==> config.mk <==
export PLATFORM = sky130hd
export DESIGN_NAME = demux_3_1_reg
export DESIGN_NICKNAME = d
export VERILOG_FILES = /design/src/rtl/demux_pkg.sv /design/src/rtl/demux_out_slot.sv /design/src/rtl/demux_3_1_reg.sv
export SDC_FILE = /design/constraint.sdc
export NUM_CORES = 1
export LEC_CHECK = 0
export ABC_CLOCK_PERIOD_IN_PS = 12000
export BUFFER_PORTS_ARGS = -buffer_cell sky130_fd_sc_hd__buf_2
export CAP_MARGIN = 30
export CORE_UTILIZATION = 40
export CTS_BUF_LIST = sky130_fd_sc_hd__clkbuf_8
export DETAILED_ROUTE_END_ITERATION = 7
export GPL_ROUTABILITY_DRIVEN = 1
export PLACE_DENSITY = 0.66
export SYNTH_ARGS = -nofsm -noshare
export SYNTH_HDL_FRONTEND = slang
export SYNTH_SLANG_ARGS = --single-unit
==> constraint.sdc <==
create_clock -name clk -period 12 [get_ports clk]
set_clock_uncertainty 0.2 [all_clocks]
set_input_delay 1.2 -clock clk [delete_from_list [all_inputs] [get_ports clk]]
set_output_delay 1.2 -clock clk [all_outputs]
set_load 0.01 [all_outputs]
==> src/rtl/demux_pkg.sv <==
// demux_pkg: shared types and sizes for the registered 1-to-3 demultiplexer.
package demux_pkg;
  typedef enum logic [1:0] {
    DEST_A    = 2'b00,
    DEST_B    = 2'b01,
    DEST_C    = 2'b10,
    DEST_DROP = 2'b11
  } dest_e;
  typedef enum logic {S_EMPTY, S_HOLD} skid_e;
  localparam int N_CH       = 3;
  localparam int DROP_CNT_W = 8;
endpackage

==> src/rtl/demux_out_slot.sv <==
// demux_out_slot: one-entry output register that drains on handshake and can reload in the same cycle.
module demux_out_slot #(
  parameter int DAT_WIDTH = 32
) (
  input  logic                 clk,
  input  logic                 rst,
  input  logic                 load,
  input  logic                 ready,
  input  logic [DAT_WIDTH-1:0] din,
  output logic                 valid,
  output logic [DAT_WIDTH-1:0] dout
);
  logic                 valid_d, valid_q;
  logic [DAT_WIDTH-1:0] data_d, data_q;
  always_comb begin
    valid_d = load | (valid_q & ~ready);
    data_d  = load ? din : data_q;
  end
  always_ff @(posedge clk or posedge rst) begin
    if (rst) begin
      valid_q <= 1'b0;
      data_q  <= '0;
    end else begin
      valid_q <= valid_d;
      data_q  <= data_d;
    end
  end
  assign valid = valid_q;
  assign dout  = data_q;
endmodule

==> src/rtl/demux_3_1_reg.sv <==
// demux_3_1_reg: routes a tagged stream to three registered channels through a one-entry skid; sel=11 words are dropped and counted.
module demux_3_1_reg
  import demux_pkg::*;
#(
  parameter int DAT_WIDTH = 32
) (
  input  logic                  clk,
  input  logic                  rst,
  input  logic                  in_valid,
  output logic                  in_ready,
  input  logic [1:0]            in_sel,
  input  logic [DAT_WIDTH-1:0]  in_data,
  output logic [N_CH-1:0]       out_valid,
  input  logic [N_CH-1:0]       out_ready,
  output logic [DAT_WIDTH-1:0]  out_data_a,
  output logic [DAT_WIDTH-1:0]  out_data_b,
  output logic [DAT_WIDTH-1:0]  out_data_c,
  output logic                  drop_o,
  output logic [DROP_CNT_W-1:0] drop_cnt
);
  skid_e                 state_d, state_q;
  logic [1:0]            skid_sel_d, skid_sel_q;
  logic [DAT_WIDTH-1:0]  skid_data_d, skid_data_q;
  logic                  drop_d, drop_q;
  logic [DROP_CNT_W-1:0] drop_cnt_d, drop_cnt_q;
  logic [3:0]            free;
  logic                  hold, accept, is_drop, go, capture;
  logic [1:0]            tgt;
  logic [N_CH-1:0]       load;
  logic [DAT_WIDTH-1:0]  load_data;
  logic [DAT_WIDTH-1:0]  slot_data [N_CH];
  // free[3] pads the drop code so a 2-bit select always indexes a real bit
  always_comb begin
    free        = {1'b0, ~out_valid | out_ready};
    hold        = state_q == S_HOLD;
    accept      = in_valid && !hold;
    is_drop     = in_sel == DEST_DROP;
    tgt         = hold ? skid_sel_q : in_sel;
    go          = hold ? free[skid_sel_q] : accept && !is_drop && free[in_sel];
    capture     = accept && !is_drop && !free[in_sel];
    load        = {go && tgt == 2'd2, go && tgt == 2'd1, go && tgt == 2'd0};
    load_data   = hold ? skid_data_q : in_data;
    state_d     = hold ? (go ? S_EMPTY : S_HOLD) : (capture ? S_HOLD : S_EMPTY);
    skid_sel_d  = capture ? in_sel : skid_sel_q;
    skid_data_d = capture ? in_data : skid_data_q;
    drop_d      = accept && is_drop;
    drop_cnt_d  = (drop_d && drop_cnt_q != '1) ? drop_cnt_q + 1'b1 : drop_cnt_q;
  end
  always_ff @(posedge clk or posedge rst) begin
    if (rst) begin
      state_q     <= S_EMPTY;
      skid_sel_q  <= '0;
      skid_data_q <= '0;
      drop_q      <= 1'b0;
      drop_cnt_q  <= '0;
    end else begin
      state_q     <= state_d;
      skid_sel_q  <= skid_sel_d;
      skid_data_q <= skid_data_d;
      drop_q      <= drop_d;
      drop_cnt_q  <= drop_cnt_d;
    end
  end
  for (genvar k = 0; k < N_CH; k++) begin : g_slot
    demux_out_slot #(.DAT_WIDTH(DAT_WIDTH)) u_slot (
      .clk  (clk),
      .rst  (rst),
      .load (load[k]),
      .ready(out_ready[k]),
      .din  (load_data),
      .valid(out_valid[k]),
      .dout (slot_data[k])
    );
  end
  assign in_ready   = state_q == S_EMPTY;
  assign out_data_a = slot_data[0];
  assign out_data_b = slot_data[1];
  assign out_data_c = slot_data[2];
  assign drop_o     = drop_q;
  assign drop_cnt   = drop_cnt_q;
endmodule

==> results of run 1 <==
==> path summary, 6_finish.rpt <==
kind                                                start                         to  slack, ps  cells past startpoint
min in group asynchronous                             rst   g_slot[2].u_slot.dout[1]        680                      2
worst max register to register                       hold  g_slot[2].u_slot.dout[18]       9310                      4
worst max-delay path                                 hold                   in_ready       9080                      2
worst min-delay path            g_slot[0].u_slot.dout[18]  g_slot[0].u_slot.dout[18]        300                      1
worst min register to register  g_slot[0].u_slot.dout[18]  g_slot[0].u_slot.dout[18]        300                      1
max in group asynchronous                             rst                       hold       9660                      3
==> kinds of logic (layout without fill, tap and decap cells) <==
logic type / after synthesis / in the layout
multiplexers: 163 / 163
XOR/XNOR: 4 / 4
AND/OR/NAND/NOR: 34 / 34
flip-flops: 143 / 143
buffers and inverters: 26 / 191
AO/OA/AOI/OAI: 16 / 16
adder cells (fa/ha/maj): 1 / 1
==> through the flow <==
step | power [uW] | utilization [%] | worst slack [ps]
finish | 1680 | 50.0 | 9080
global route | 1770 | 50.0 | 8960
CTS | 1690 | 49.8 | 8610
detailed placement | 1270 | 46.9 | 8610
global placement | 1240 | 46.6 | 8530
floorplan | 1060 | - | 6760
==> layout by cell type, fill, tap and decap left out, types with 4 or more instances in the layout <==
master and count:
a211oi_1 4, clkbuf_8 20, buf_4 4, dfrtp_1 142, clkinv_2 4, buf_2 148
nand3_1 4, mux2_4 28, inv_1 4, mux2_2 130, bufinv_16 4, mux2_1 4
==> layout make-up <==
type,count,area share (%)
inverter,5,0.313
sequential,143,47.1
tap,188,3.10
multi-input combinational,218,32.5
clock buffer,20,3.62
clock inverter,11,2.14
timing repair buffer,155,11.2
==> report_power, final <==
group | leakage (uW) | total (uW) | internal, uW | switching, uW
clock | 0.000216 | 421 | 240 | 181
sequential | 0.00171 | 769 | 659 | 110
combinational | 0.00163 | 485 | 273 | 212
total | 0.00355 | 1680 | 1170 | 503
==> registers in the layout (all words and copies together), names as in the netlist <==
signal	flops
hold	1
skid_sel_q	2
drop_o	1
drop_cnt	8
g_slot.u_slot.valid	3
g_slot.u_slot.dout	96
skid_data_q	32
==> routing by layer <==
layer  vias up  track usage (%)  part of all wire [%]
li1       1701                -                     -
met3        13             5.40                   4.9
met4         0             5.74                   1.3
met2        95             28.3                    50
met5         -                0                     0
met1      1926             21.4                    44
==> results.md, run 1 <==
Run status:
- The flow ran to the end, and the final reports show no timing, DRC or antenna violations.

Power and ir drop:
- The power per standard cell area is 220 mW/mm^2.
- The leakage power is 0.00355 uW.
- IR analysis of the VDD net gives a maximum drop of 0.109 mV.

Die:
- The y dimension of the die is 127 microns.
- The placeable core area is 0.0152 sq mm.
- The number of core rows is 45.
- The die is 127 microns wide.
- The initial cell density of the core is 41.1%.
- The number of top-level pins is 149.
- The die area is 0.0161 sq mm.

CTS:
- The H-tree was split into 4 levels.
- The root buffer selected by CTS is clkbuf_8.
- The maximum count of clock buffers along a single path is 2.
- After clock tree synthesis, the clock-pin slew on the worst setup and hold paths is 80 ps.
- TritonCTS created 17 clock buffers.
- The clock tree from TritonCTS is built.
- At the later pin of the worst-skew pair, clock insertion delay measures 450 ps.
- Once the clock tree was built, the setup fixing pass inserted 0 buffers.
- The number of clock sinks seen by CTS is 143.
- After clock tree synthesis, the flow added hold-fix buffers numbering 0.
- The number of gates resized after cts is 0.

Synthesis:
- The complex-gate fraction of the synthesized area is 2.56%.
- The net count after synthesis is 428.
- The netlist uses 45 different library cells.
- The register bit total from synthesis is 143.
- After synthesis, flip-flops and latches occupy 57.3% of the total area.
- The top cell type's share of synthesized area is 57.3%.
- A synthesized cell averages 16.1 sq um.
- The library cell with the highest instance count after synthesis is dfrtp_1.
- The area share of and/or/nand/nor cells after synthesis is 4.93%.
- After synthesis, the share of cell area in mux cells is 31.0%.
- The largest family of logic cells by synthesized area is multiplexers.
- The most instantiated flip-flop cell in the synthesis netlist is dfrtp_1.
- By area the synthesized netlist is led by dfrtp_1 (57%), mux2_2 (23%), mux2_4 (6.7%).
- The gate count of the mapped netlist is 387.
- Sorting the synthesized cells by how often they occur yields dfrtp_1 (143), mux2_2 (130), mux2_4 (28).
- The post-synthesis cell area is 0.00625 sq mm.
- The yosys synthesis warning count is 0.
- The adder and majority gate portion of the synthesized area is 0.200%.
- Counting flops with an async set or reset pin after synthesis yields a share of 100%.
- In this run, synthesis inferred 0 flip-flops with an integrated enable.
- After Yosys synthesis, XOR and XNOR cells account for 0.561% of the synthesized area.
- The largest total area in the synthesized netlist belongs to dfrtp_1.

Worst setup path:
- STA classifies the critical path startpoint as a flop.
- The data arrival time at the worst-slack endpoint is 1520 ps.
- The kind of end point of the critical path is a primary output.
- The kind of cell with the highest combined delay along the critical path is flip-flops.
- The class of the most critical setup path is reg2out.
- Of all nets on the critical path, the largest fanout is 23.
- The critical path buffer and inverter count is 2.
- The highest cell delay on the worst timing path is 730 ps.
- Traced cell by cell, the critical path runs through inv_1, buf_2.
- At the worst endpoint, the required time is 10600 ps.
- For this design, the slowest cell found on the critical path is dfrtp_2.

Detailed routing:
- The post-detailed-route count of antenna-violating nets is 0.
- The post-route DRC violation count is 0.
- The total wire length after detailed routing is 12.9 mm.
- After detailed routing, the average wire length per cell comes to 17.5 microns.
- The detailed-route vias per instance is 5.05.
- The initial detailed-routing violation count is 118.
- Across all layers, the routed design uses 3735 vias.
- The pre-antenna-repair detailed-routing pass consisted of 4 iterations.

Finish:
- Across the whole layout, storage elements account for 0.00358 sq mm.
- Summing all multi-input logic gate instances after layout gives 0.00247 sq mm.
- The proportion of layout cells with a drive suffix above 1 is 65.0%.
- The final antenna diode count is 0.
- The net count of the finished layout is 581.
- Relative to the synthesized area, the layout overhead comes to 21.7%.
- The non-filler instance count after layout is 740.
- The fill cell total of the finished layout is 1322.
- With fillers left out, the area of the finished cells amounts to 0.00760 sq mm.

STA:
- The highest clock frequency the design can meet is 342 MHz.
- The final-report hold violation count is 0.
- The number of max-slew violations in the final report is 0.
- Setup violations remaining at the end of the flow were counted as 0.
- The final sum of negative setup slack is 0 ps.
- At the pin with the least slew margin, the transition time is 778 ps.
- Setup repair after global routing left no endpoint under its margin.
- The worst pin sits at a relative slew slack of 48.1%.
- Final hold analysis gives a worst-case slack of 304 ps.
- The worst path uses 24.4% of the clock period.
- The worst path needs 2920 ps of the cycle, external delays included.

Global routing:
- Entering global routing, the biggest net connects 88 pins.
- The first global-routing pass estimated 21.2 mm of wire.
- The number of antenna violations at the first check in global routing is 0.
- Summed over all layers, the global routing overflow is 0.
- The total routing resource utilization after global routing is 17.2%.
- The via count of the first global-routing pass is 3955.

Placed design:
- The number of placed cells counting well taps is 708.
- The post-detailed-placement half-perimeter wirelength is 8.80 mm.
- In this run the tool buffered the top-level ports with 148 buffer cells.
- Once placement finished, the instance area stood at 0.00713 sq mm.
- Routability-driven placement finished with a final weighted congestion of 0.744.

Job:
- Across the run, the number of max-cap violations was 0.

Hold path:
- The path class of the tightest hold or removal check is reg2reg.
No activity file was read; power rests on OpenSTA's default activity.
==> run 2, diff against run 1 <==
--- a/config.mk
+++ b/config.mk
@@ -5,14 +5,14 @@
 export SDC_FILE = /design/constraint.sdc
 export NUM_CORES = 1
 export LEC_CHECK = 0
-export ABC_CLOCK_PERIOD_IN_PS = 12000
+export ABC_CLOCK_PERIOD_IN_PS = 2530
 export BUFFER_PORTS_ARGS = -buffer_cell sky130_fd_sc_hd__buf_2
 export CAP_MARGIN = 30
 export CORE_UTILIZATION = 40
 export CTS_BUF_LIST = sky130_fd_sc_hd__clkbuf_8
 export DETAILED_ROUTE_END_ITERATION = 7
 export GPL_ROUTABILITY_DRIVEN = 1
-export PLACE_DENSITY = 0.66
+export PLACE_DENSITY = 0.69
 export SYNTH_ARGS = -nofsm -noshare
 export SYNTH_HDL_FRONTEND = slang
 export SYNTH_SLANG_ARGS = --single-unit
==> constraint.sdc (replaced) <==
create_clock -name clk -period 2.53 [get_ports clk]
set_clock_uncertainty 0.2 [all_clocks]
set_input_delay 0.253 -clock clk [delete_from_list [all_inputs] [get_ports clk]]
set_output_delay 0.253 -clock clk [all_outputs]
set_load 0.01 [all_outputs]
==> run 2 against run 1 <==
Register-to-register slack worse by 8800 ps. Flip-flop and latch count stayed put. Sequential power rose to 4.7 times the previous value. Non-clock buffer count rose by 37. Clock power grew to 4.9 times the previous value. Hold slack worse by 240 ps. Core utilization increased by 2.3 points. Largest power group unchanged.
==> results.md, run 2 (same netlist as run 1, synthesis figures left out) <==
Run status:
- The run finished with clean final reports.

STA:
- The worst slew margin relative to its limit is 46.4%.
- Setup total negative slack on the finished layout was measured at 0 ps.
- The post-route minimum period is 2000 ps.
- The final-report setup violation count is 0.
- The highest clock frequency the design can meet is 500 MHz.
- The final cycle utilization of the critical path is 79.0%.
- The final-report hold violation count is 0.
- The slew at the pin closest to its max-slew limit is 804 ps.
- Setup repair after global routing left no endpoint under its margin.
- The number of max-slew violations in the final report is 0.

Die:
- The number of core rows is 45.
- The number of top-level pins is 149.
- The floorplan step defined a die boundary enclosing 0.0161 sq mm.
- The die outline width is 127 microns.
- The y dimension of the die is 127 microns.
- The total area inside the core boundary comes to 0.0152 sq mm.
- Once the floorplan was initialized, standard cells occupied 41.1% of the core.

Job:
- Across the run, the number of max-cap violations was 0.

Finish:
- Compared with the post-synthesis result, the final layout area differs by 27.3%.
- Fill cells in the final layout number 1277.
- The non-filler instance count after layout is 776.
- The most common cell after layout, fill and taps aside is buf_2.
- Of the cells placed in the final design, the portion with a size suffix greater than 1 is 61.2%.
- The final antenna diode count is 0.
- The multi-input combinational cells in the finished layout cover a total of 0.00247 sq mm.
- The area taken by flip-flops and latches is 0.00358 sq mm.
- The number of flip-flops under the largest register name is 96.
- The library cells used most frequently in the layout, excluding fill and tap cells, are buf_2 (148), dfrtp_1 (142), mux2_2 (130).
- The final core area utilization is 52.3%.
- The final layout net count is 618.

Global routing:
- The wire length of the first global-routing pass is 21.5 mm.
- The total overflow left after global routing is 0.
- The via count of the first global-routing pass was 4099.
- Entering global routing, the biggest net connects 144 pins.
- The number of antenna violations at the first check in global routing came to 0.
- In the global route stage, overall resource usage came out at 17.4%.

CTS:
- At the later pin of the worst-skew pair, clock insertion delay measures 440 ps.
- The number of gates resized after cts is 0.
- The maximum count of clock buffers along a single path is 2.
- The number of buffers inserted by hold repair at cts is 34.
- The root buffer selected by CTS is clkbuf_8.
- In this run the number of H-tree levels came out at 4.
- TritonCTS built the clock tree.
- In this run the post-CTS setup repair buffer count came out at 0.
- The clock transition at the register clock pins on the worst setup and hold paths after CTS is 70 ps.
- Buffers inserted during clock tree synthesis total 17.
- The number of clock sinks seen by CTS is 143.

Placed design:
- Detailed placement finished with a half-perimeter wire length of 8.73 mm.
- The congestion estimate from routability-driven global placement came to 0.722.
- The count of buffers from port buffering is 148.
- Counting tap cells, the placed design contains a total of 712 instances.

Worst setup path:
- The kind of end point of the critical path is a flop.
- The category of the worst setup path launch point is a flop.
- Along the worst path, the maximum fanout reaches 17.
- At the worst endpoint, the arrival time is 2100 ps.
- The required time of the critical path is 2640 ps.
- The class of the most critical setup path is reg2reg.

Power and ir drop:
- The leakage power is 0.00371 uW.
- Power comes to 8060 uW.
- The worst-case IR drop observed on VDD is 0.552 mV.
- The power per standard cell area is 1010 mW/mm^2.

Detailed routing:
- After detailed routing, the average wire length per cell comes to 17.0 microns.
- In the routed design, unresolved DRC markers number 0.
- For this block, the routed nets add up to 13.2 mm of wire.
- The detail route stage leaves a number of antenna-violating nets equal to 0.
- For this run, the detailed router's first-pass iteration total came to 4.
- The detailed-route via count is 3883.
- After detailed routing, the number of vias per cell comes to 5.00.
- After the first detailed-routing iteration, the DRC count stood at 134.

Hold path:
- The worst min-delay path category is in2reg.
run 2: cell count changes in the layout (fill, tap and decap cells not counted), sizes merged:
cell,before,now
buf,155,158
bufinv,4,5
clkinv,4,2
dlygate4sd3,0,34
run 2: final cells by class:
type	instances	area share, %
Multi-Input combinational cell	218	31.1
Sequential cell	143	45.0
Timing Repair Buffer	192	14.9
Inverter	5	0.283
Tap cell	188	2.96
Clock buffer	20	3.46
Clock inverter	10	2.34
run 2: worst paths after layout:
path | start | end | slack, ps | depth (start not counted)
setup / recovery | hold | g_slot[0].u_slot.dout[9] | 530 | 4
hold / removal | out_ready[0] | g_slot[0].u_slot.valid | 60 | 3
setup reg to reg | hold | g_slot[0].u_slot.dout[9] | 530 | 4
hold reg to reg | g_slot[0].u_slot.dout[17] | g_slot[0].u_slot.dout[17] | 290 | 1
max in group asynchronous | rst | hold | 1090 | 4
min in group asynchronous | rst | drop_o | 330 | 4
run 2: through the flow:
step,hold slack (ps),worst slack (ps),cell area (sq um)
floorplan,202,286,6250
global placement,268,555,7150
detailed placement,280,531,7150
CTS,17.5,517,7950
global route,43.1,442,7950
finish,60.6,531,7950
run 2: power breakdown:
| part | internal [uW] | total (uW) | switching [uW] |
|---|---|---|---|
| Combinational | 1320 | 2350 | 1030 |
| Sequential | 3130 | 3630 | 504 |
| Clock | 1240 | 2080 | 840 |
| Total | 5690 | 8060 | 2370 |
run 2: critical path: stages, from the launching register on:
cell	delay, ps
dfrtp_2	490
nor4b_4	360
a2bb2oi_4	170
buf_4	280
mux2_1	360
run 2: metal layers:
layer | vias to the layer above | global-route usage (%) | wire length [microns]
met5 | - | 0 | 0
met4 | 0 | 7.63 | 274
met3 | 20 | 4.48 | 596
met1 | 1989 | 22.2 | 5990
li1 | 1775 | - | -
met2 | 99 | 28.0 | 6340
==> run 3, diff against run 2 <==
--- a/config.mk
+++ b/config.mk
@@ -5,14 +5,14 @@
 export SDC_FILE = /design/constraint.sdc
 export NUM_CORES = 1
 export LEC_CHECK = 0
-export ABC_CLOCK_PERIOD_IN_PS = 2530
+export ABC_CLOCK_PERIOD_IN_PS = 2050
 export BUFFER_PORTS_ARGS = -buffer_cell sky130_fd_sc_hd__buf_2
 export CAP_MARGIN = 30
 export CORE_UTILIZATION = 40
 export CTS_BUF_LIST = sky130_fd_sc_hd__clkbuf_8
 export DETAILED_ROUTE_END_ITERATION = 7
 export GPL_ROUTABILITY_DRIVEN = 1
-export PLACE_DENSITY = 0.69
+export PLACE_DENSITY = 0.66
 export SYNTH_ARGS = -nofsm -noshare
 export SYNTH_HDL_FRONTEND = slang
 export SYNTH_SLANG_ARGS = --single-unit
==> constraint.sdc (replaced) <==
create_clock -name clk -period 2.05 [get_ports clk]
set_clock_uncertainty 0.2 [all_clocks]
set_input_delay 0.205 -clock clk [delete_from_list [all_inputs] [get_ports clk]]
set_output_delay 0.205 -clock clk [all_outputs]
set_load 0.01 [all_outputs]
==> run 3 against run 2 <==
Sequential share of layout area shrank 0.76 points. First-iteration DRC count grew 46%. Non-clock buffer count grew 7. Clock power grew 18%. Wire length grew 0.33%. Sequential power grew 23%. Combinational power grew 26%. Critical path depth is the same. Maximum frequency grew 4.8%. Flip-flop and latch count is the same. Power grew 23%. Worst setup slack lost 390 ps. Critical endpoint is now g_slot[0].u_slot.dout[8]. Largest cell class unchanged. Largest power group unchanged.
==> results.md, run 3 (same netlist as run 1, synthesis figures left out) <==
Run status:
- The run finished with clean final reports.

Detailed routing:
- Dividing the detail-routed wire length by the instance count gives 16.9 microns.
- After detailed routing, the number of remaining DRC violations is 0.
- In this run, the number of DRC markers left after iteration 0 of detailed routing was 196.
- The count of nets left with antenna violations once routing finished came out at 0.
- The first-pass iteration count of the detailed router is 6.
- The detailed-route via count is 3889.
- The total wire length after detailed routing is 13.2 mm.
- Using the TritonRoute via totals, the vias-per-cell ratio works out to 4.95.

STA:
- Setup repair after global routing left no endpoint under its margin.
- The final cycle utilization of the critical path is 93.0%.
- The final-report hold violation count is 0.
- The worst-case setup margin in the final layout is 143 ps.
- The worst slew margin relative to its limit is 70.4%.
- Timing would allow up to 524 MHz.
- The number of max-slew violations in the final report was 0.
- At the pin with the least slew margin, the transition time is 443 ps.
- The post-route minimum period is 1910 ps.
- The final-report setup violation count is 0.

Global routing:
- The global-route layer with the greatest usage is met2.
- The number of antenna violations at the first check in global routing was 0.
- For this run, global-route usage on met1 was measured as 22.0%.
- The overflow left after global routing is 0.
- The first global-routing pass estimated 21.7 mm of wire.
- The met2 usage in global routing is 29.2%.
- Entering global routing, the biggest net connects 56 pins.
- For this run, global-route usage on met3 was measured as 3.98%.
- The via count of the first global-routing pass is 4162.
- The total routing resource utilization after global routing is 17.7%.

Finish:
- The final core area utilization is 53.2%.
- The area growth from synthesis to layout is 29.4%.
- The most common cell after layout, fill and taps aside is buf_2.
- The final antenna diode count is 0.
- The number of flip-flops under the largest register name is 96.
- The proportion of layout cells with a drive suffix above 1 is 61.3%.
- The filler cells instantiated in the layout total 1312.
- The net count of the finished layout is 625.
- The library cells used most frequently in the layout, excluding fill and tap cells, are buf_2 (148), dfrtp_1 (142), mux2_2 (130).

Hold path:
- The worst hold path cell count is 2.
- The hold path startpoint is in_sel[0].
- The worst min-delay path category is in2reg.
- The path with the worst hold slack has its endpoint at skid_sel_q[0].

Worst setup path:
- The capture point of the worst reg-to-reg path is g_slot[0].u_slot.dout[8].
- Of all nets on the critical path, the largest fanout is 20.
- The worst reg2reg path startpoint is hold.
- The highest cell delay on the worst timing path is 470 ps.
- The worst reg-to-reg setup slack is 140 ps.
- Data on the critical path arrives at its endpoint at 2030 ps.
- The category of the worst setup path launch point is a flop.
- The required time of the critical path is 2170 ps.
- The kind of end point of the critical path is a flop.
- Measured in cells, the most critical reg-to-reg path has a length of 4.
- Walking the worst path, the cells encountered are nor4b_4, a2bb2oi_4, buf_12, mux2_2.
- The worst-path cell with the longest stage delay is dfrtp_2.
- The setup path with the least slack is of type reg2reg.

CTS:
- Counting along the longest clock path gives a buffer depth of 2.
- The root buffer selected by CTS is clkbuf_8.
- The clock insertion delay at the later pin of the skew report is 440 ps.
- The clock transition at the register clock pins on the worst setup and hold paths after CTS is 80 ps.
- The number of clock sinks seen by CTS is 143.
- The clock tree from TritonCTS is built.
- The H-tree generated during clock tree synthesis spans 4 levels.
- In this run the post-CTS setup repair buffer count came out at 0.
- The number of clock buffers added by TritonCTS is 17.

Die:
- The number of core rows is 45.
- In this run the vertical extent of the chip is 127 microns.
- The floorplan step defined a core boundary enclosing 0.0152 sq mm.
- During I/O placement, the number of pins put on the boundary was 149.
- The die covers 0.0161 sq mm.
- The initial utilization of the core area, before any placement, comes to 41.1%.
- The die outline width is 127 microns.

Power and ir drop:
- The power per standard cell area is 1220 mW/mm^2.
- The leakage power is 0.00376 uW.
- The worst IR drop on VDD is 0.623 mV.

Placed design:
- Routability-driven placement finished with a final weighted congestion of 0.796.
- The count of buffers from port buffering is 148.
- At the placement stage, the worst setup path has a slack of 138 ps.
- Summed over all nets, the half-perimeter wirelength after detailed placement is 9.05 mm.

Job:
- The number of max-capacitance violations reported is 0.
-- run 3: timing repair --
| item | CTS | global route |
|---|---|---|
| setup endpoints to repair | 0 | 1 |
| hold endpoints to repair | 258 | 0 |
| gates resized for setup | 0 | 1 |
| hold buffers | 37 | 0 |
-- run 3: area by class of cell --
class / count / area [sq um] / share of cell area (%)
clock buffers: 18 / 248 / 3.06
clock inverters: 14 / 189 / 2.34
multi-input cells: 218 / 2470 / 30.6
repair buffers: 199 / 1340 / 16.6
inverters: 5 / 22.5 / 0.279
well taps: 188 / 235 / 2.91
flip-flops and latches: 143 / 3580 / 44.3
-- run 3: per-stage QoR --
| stage | hold WS (ps) | power [uW] | instance area, sq um | setup TNS (ps) | cells |
|---|---|---|---|---|---|
| floorplan | 154 | 6200 | 6250 | -20890 | 387 |
| global placement | 39.8 | 7330 | 7280 | 0 | 716 |
| detailed placement | 42.0 | 7460 | 7280 | 0 | 716 |
| CTS | 1.52 | 10000 | 8090 | 0 | 785 |
| global route | 14.3 | 10500 | 8090 | 0 | 785 |
| finish | 45.3 | 9890 | 8090 | 0 | 785 |
-- run 3: routing by layer --
metal / routed length (microns) / part of all wire [%]
met1: 5840 / 44
met2: 6570 / 50
met3: 610 / 4.6
met4: 230 / 1.7
met5: 0 / 0
-- run 3: report_power, final --
part	internal, uW	leakage, uW	total [uW]	switching, uW
registers	3860	0.00171	4480	622
clock network	1360	0.000221	2450	1100
logic	1670	0.00184	2950	1280
total	6890	0.00376	9890	3000
-- run 3: worst max-delay path by stage --
stage	start	endpoint	slack, ps
after global placement	hold	g_slot[2].u_slot.dout[1]	160
after global routing	drop_cnt[0]	drop_cnt[5]	40
final	hold	g_slot[0].u_slot.dout[8]	140
after floorplan	rst	drop_cnt[0]	-150
after detailed placement	hold	g_slot[0].u_slot.dout[16]	140
after CTS	hold	in_ready	110
-- run 3: critical path, delay by kind of cell (launching register included) --
kind | cells | cell delay [ps]
DFF | 1 | 470
and+or+nand+nor | 1 | 350
muxes | 1 | 350
AOI/OAI and AO/OA | 1 | 230
buffers and inverters | 1 | 200
